`src/rtl/ov7670_capture_writer.sv`:
```
// OV7670 capture write side: RGB565 byte pairs -> RGB332 frame-buffer writes, clipped to the stored window.
// Optional colour-bar source for the written pixels when CAPTURE_TEST_PATTERN_EN is defined (adds TEST_MODE).
module ov7670_capture_writer #(
    parameter int SCREEN_WIDTH  = 176,
    parameter int SCREEN_HEIGHT = 144,
    parameter int ADDR_WIDTH    = 15
) (
    input  logic                  CLOCK,
    input  logic                  RESET,
    input  logic                  VSYNC,
    input  logic                  HREF,
    input  logic [7:0]            CAM_DATA,
`ifdef CAPTURE_TEST_PATTERN_EN
    input  logic                  TEST_MODE,
`endif
    output logic [7:0]            PIXEL_DATA,
    output logic [ADDR_WIDTH-1:0] W_ADDR,
    output logic                  W_EN,
    output logic                  FRAME_DONE
);

    localparam int XW = $clog2(SCREEN_WIDTH + 1);
    localparam int YW = $clog2(SCREEN_HEIGHT + 1);

    localparam logic [XW-1:0] X_LIMIT = XW'(SCREEN_WIDTH);
    localparam logic [YW-1:0] Y_LIMIT = YW'(SCREEN_HEIGHT);

    typedef enum logic [1:0] {
        WAIT_FRAME  = 2'd0,
        FIRST_BYTE  = 2'd1,
        SECOND_BYTE = 2'd2
    } state_t;

    state_t                  state_q, state_d;
    logic [XW-1:0]           x_q, x_d;
    logic [YW-1:0]           y_q, y_d;
    logic [7:0]              hi_q, hi_d;
    logic                    vsync_dly_q, href_dly_q;
    logic [7:0]              pixel_q, pixel_d;
    logic [ADDR_WIDTH-1:0]   addr_q, addr_d;
    logic                    wen_q, wen_d;
    logic                    done_q, done_d;

    logic                    vsync_fall, vsync_rise, href_fall;
    logic                    in_window;
    logic [7:0]              camera_pixel;
    logic [7:0]              write_pixel;
    logic [31:0]             addr_full;

    assign vsync_fall = vsync_dly_q & ~VSYNC;
    assign vsync_rise = ~vsync_dly_q & VSYNC;
    assign href_fall  = href_dly_q & ~HREF;

    // Top bits of each RGB565 field: R = hi[7:5], G = hi[2:0], B = lo[4:3].
    assign camera_pixel = {hi_q[7:5], hi_q[2:0], CAM_DATA[4:3]};
    assign in_window    = (x_q < X_LIMIT) && (y_q < Y_LIMIT);
    assign addr_full    = 32'(y_q) * 32'(SCREEN_WIDTH) + 32'(x_q);

`ifdef CAPTURE_TEST_PATTERN_EN
    localparam logic [XW-1:0] BAR_GREEN_X = XW'(SCREEN_WIDTH / 3);
    localparam logic [XW-1:0] BAR_BLUE_X  = XW'((2 * SCREEN_WIDTH) / 3);

    always_comb begin
        write_pixel = camera_pixel;
        if (TEST_MODE) begin
            if (x_q < BAR_GREEN_X) begin
                write_pixel = 8'b111_000_00;
            end else if (x_q < BAR_BLUE_X) begin
                write_pixel = 8'b000_111_00;
            end else begin
                write_pixel = 8'b000_000_11;
            end
        end
    end
`else
    assign write_pixel = camera_pixel;
`endif

    always_comb begin
        state_d = state_q;
        x_d     = x_q;
        y_d     = y_q;
        hi_d    = hi_q;
        pixel_d = pixel_q;
        addr_d  = addr_q;
        wen_d   = 1'b0;
        done_d  = 1'b0;

        case (state_q)
            WAIT_FRAME: begin
                if (vsync_fall) begin
                    x_d     = '0;
                    y_d     = '0;
                    state_d = FIRST_BYTE;
                end
            end
            default: begin
                // Frame end wins over line end and byte capture in the same cycle.
                if (vsync_rise) begin
                    done_d  = 1'b1;
                    state_d = WAIT_FRAME;
                end else if (href_fall) begin
                    x_d     = '0;
                    if (y_q < Y_LIMIT) begin
                        y_d = y_q + 1'b1;
                    end
                    state_d = FIRST_BYTE;
                end else if (HREF) begin
                    if (state_q == FIRST_BYTE) begin
                        hi_d    = CAM_DATA;
                        state_d = SECOND_BYTE;
                    end else begin
                        state_d = FIRST_BYTE;
                        if (in_window) begin
                            wen_d   = 1'b1;
                            pixel_d = write_pixel;
                            addr_d  = addr_full[ADDR_WIDTH-1:0];
                        end
                        if (x_q < X_LIMIT) begin
                            x_d = x_q + 1'b1;
                        end
                    end
                end
            end
        endcase
    end

    always_ff @(posedge CLOCK) begin
        if (RESET) begin
            state_q     <= WAIT_FRAME;
            x_q         <= '0;
            y_q         <= '0;
            hi_q        <= '0;
            vsync_dly_q <= 1'b1;
            href_dly_q  <= 1'b0;
            pixel_q     <= '0;
            addr_q      <= '0;
            wen_q       <= 1'b0;
            done_q      <= 1'b0;
        end else begin
            state_q     <= state_d;
            x_q         <= x_d;
            y_q         <= y_d;
            hi_q        <= hi_d;
            vsync_dly_q <= VSYNC;
            href_dly_q  <= HREF;
            pixel_q     <= pixel_d;
            addr_q      <= addr_d;
            wen_q       <= wen_d;
            done_q      <= done_d;
        end
    end

    assign PIXEL_DATA = pixel_q;
    assign W_ADDR     = addr_q;
    assign W_EN       = wen_q;
    assign FRAME_DONE = done_q;

endmodule

```
`config.mk`:
```
export PLATFORM = sky130hd
export DESIGN_NAME = ov7670_capture_writer
export DESIGN_NICKNAME = d
export VERILOG_FILES = /design/src/rtl/ov7670_capture_writer.sv
export SDC_FILE = /design/constraint.sdc
export NUM_CORES = 1
export LEC_CHECK = 0
export CAP_MARGIN = 20
export CORE_ASPECT_RATIO = 1.5
export CORE_MARGIN = 1.5
export CORE_UTILIZATION = 50
export DETAILED_ROUTE_END_ITERATION = 8
export GPL_TIMING_DRIVEN = 0
export PLACE_DENSITY_LB_ADDON = 0.15
export RECOVER_POWER = 50
export SETUP_SLACK_MARGIN = 0.5
export SLEW_MARGIN = 5
export SYNTH_ARGS = -nofsm -noshare
export SYNTH_HDL_FRONTEND = slang
export SYNTH_SLANG_ARGS = --single-unit
```
`constraint.sdc`:
```
create_clock -name CLOCK -period 8.4 [get_ports CLOCK]
set_input_delay 1.68 -clock CLOCK [delete_from_list [all_inputs] [get_ports CLOCK]]
set_output_delay 1.68 -clock CLOCK [all_outputs]
set_load 0.01 [all_outputs]
```
==> out/metrics.cfg <==
[die]
die_x_um=64.1
start_util_pct=51.3
core_um2=5450
dieArea_um2=6060
die_h_um=94.6
io_pins=37
rows=33

[worst_hold_path]
hold_class=flop to flop
hp-start=PIXEL_DATA[4]

[job]
maxCapViolations=0

[power]
power_mw=0.434
leakage_nw=1.46
power_density_nw_per_um2=130
vdd_drop_max_uv=77.5

[sta]
hold-worst-slack_ns=0.455
period_share_pct=41.6
worst_slack_ns=4.91
tns_ns=0
hold_viol_final=0
worst_pin_slew_ns=0.486
slew_violations=0
rsz0062_at_grt=no
setup_violations=0
fmax_mhz=286
fin_worst_skew_ns=0.0132
relSlewSlack_pct=67.4
layout_min_cycle_time_ns=3.49

[critical_path]
worst_path_largest_cell_delay_ns=0.59
rr_worst_depth=9
cp-startpoint=VSYNC
cp.depth=7
cp_num_buf_inv=2
crit_type=primary input to flop
worst-path-max-fanout=10
critical_path.cell_chain=dlygate4sd3_1 -> nand2b_1 -> o2111ai_1 -> nor2_1 -> clkbuf_1 -> nand2_1 -> a21oi_1
rr_endpoint=W_ADDR[14]
cpMaxStageDelayCell=dlygate4sd3_1
r2r_slack_ns=5.20
critical_path.endpoint_type=flop
reg2reg_from=y_q[2]
timing.critical_path.to=PIXEL_DATA[1]
crit_required_ns=8.62
critical_path.top_delay_family=buffers and inverters
critPathArrivalTime_ns=3.72
start_kind=primary input

[route]
vias=2282
ant_nets=0
drt-initial-drc-count=65
first_pass_iters=4
vias_per_cell=5.23
wire_per_inst_um=12.5
drc=0
wl_um=5470

[placement]
portBuffers=35
dp_hpwl_um=4370
place_ws_ns=4.71
gp_congestion=0.841
placed_area_um2=3230
dp_cells=428

[layout]
final_area_um2=3340
nets=407
post-route-util_pct=61.2
drive_gt1_share_pct=4.64
area_growth_syn_to_layout_pct=19.4
instances_no_fill=436
antennaDiodeCount=0

[grt]
grt_pass1_vias=2212
grt_first_pass_wirelength_um=9550
antenna_found_initial=0
grt_usage_pct=19.9
grt_overflow=0
grt_max_degree=16

[synth]
synth_fp_nets=365
syn_area_per_cell_um2=8.66
yosysWarnings=0
synth-seq-cells=51
async_flop_share_pct=0
synth_edf_count=0
syn_area_um2=2800
synthDistinctLibCells=41
synth_flop_cell=dfxtp_1
seq_area_frac_synth_pct=36.5
synthCells=323

[clock_network]
cts_hold_buffers=0
ctsResizeCount=0
clk_latency_ns=0.30
clkTransAtPathRegs_ns=0.08
cts_sinks=51
cts_root_buf=clkbuf_8
cts_buffers=5
cts_tree=yes
cts_buffer_depth=2
h-tree-depth=2
post_cts_buffers=0

[run_status]
status=complete, no violations

## per-layer routing
metal	up-vias	part of all wire, %	global-route usage, %
met4	0	2.0	7.25
met1	1045	42	20.8
met3	7	3.6	3.10
met5	-	0	0
met2	46	52	39.0
li1	1184	-	-
## logic make-up after synthesis
| family | share of synthesized area (%) |
|---|---|
| xor+xnor | 8.73 |
| mux | 2.51 |
| buf+inv | 4.16 |
| simple gates | 19.7 |
| compound gates | 13.3 |
| flops | 36.5 |
| fa+ha+maj | 15.0 |
## how the worst min path moves through the flow
stage               cells after the start            end
floorplan                               2  PIXEL_DATA[2]
global placement                        2  PIXEL_DATA[5]
detailed placement                      2  PIXEL_DATA[4]
CTS                                     2  PIXEL_DATA[4]
global route                            2      W_ADDR[0]
finish                                  2  PIXEL_DATA[4]
## worst register-to-register path, delay by kind of cell, from the launching register on
| family | cells | cell delay [ns] |
|---|---|---|
| compound gates | 2 | 0.41 |
| fa+ha+maj | 4 | 1.47 |
| flops | 1 | 0.46 |
| simple gates | 3 | 0.78 |
## flip-flops by register name, indices dropped and copies added (netlist names)
register and flops:
FRAME_DONE 1, PIXEL_DATA 8, W_ADDR 15, W_EN 1, hi_q 6, href_dly_q 1, state_q 2, vsync_dly_q 1
x_q 8, y_q 8
## cell usage in the layout (no fill, tap or decap), types with 5 or more instances in the layout
cell | Yosys | final
xor2_1 | 11 | 11
dlygate4sd3_1 | 0 | 27
mux2i_1 | 7 | 7
clkdlybuf4s50_1 | 0 | 8
xnor2_1 | 15 | 15
dfxtp_1 | 51 | 51
nor2_1 | 37 | 37
clkbuf_8 | 0 | 7
clkbuf_1 | 12 | 12
inv_1 | 19 | 19
nand4_1 | 8 | 8
a21oi_1 | 32 | 32
nand3_1 | 11 | 11
nand2b_1 | 5 | 5
fa_1 | 6 | 6
a211oi_1 | 8 | 8
ha_1 | 24 | 24
nand2_1 | 39 | 39
## power breakdown
part           internal [mW]  leakage (nW)  switching, mW  total, mW
Clock                 0.0749        0.0505         0.0762      0.151
Sequential             0.245         0.412        0.00296      0.248
Combinational         0.0151          1.00         0.0190     0.0341
Total                  0.335          1.46         0.0981      0.434
## Yosys cell counts (7+ instances only)
library cell | instances | area share [%]
dfxtp_1 | 51 | 37
nand2_1 | 39 | 5.2
nor2_1 | 37 | 5.0
a21oi_1 | 32 | 5.7
ha_1 | 24 | 11
inv_1 | 19 | 2.6
xnor2_1 | 15 | 4.7
clkbuf_1 | 12 | 1.6
nand3_1 | 11 | 2.0
xor2_1 | 11 | 3.4
a211oi_1 | 8 | 2.1
nand4_1 | 8 | 1.8
mux2i_1 | 7 | 2.5
## final cells by class
cell class | count | area (µm²)
fillers | 517 | 2110
inverters | 19 | 71.3
repair buffers | 35 | 350
plain buffers | 12 | 45.0
flip-flops and latches | 51 | 1020
well taps | 70 | 87.6
multi-input cells | 241 | 1660
clock inverters | 1 | 7.51
clock buffers | 7 | 96.3
Note: power is estimated with default switching activity, not from simulation.
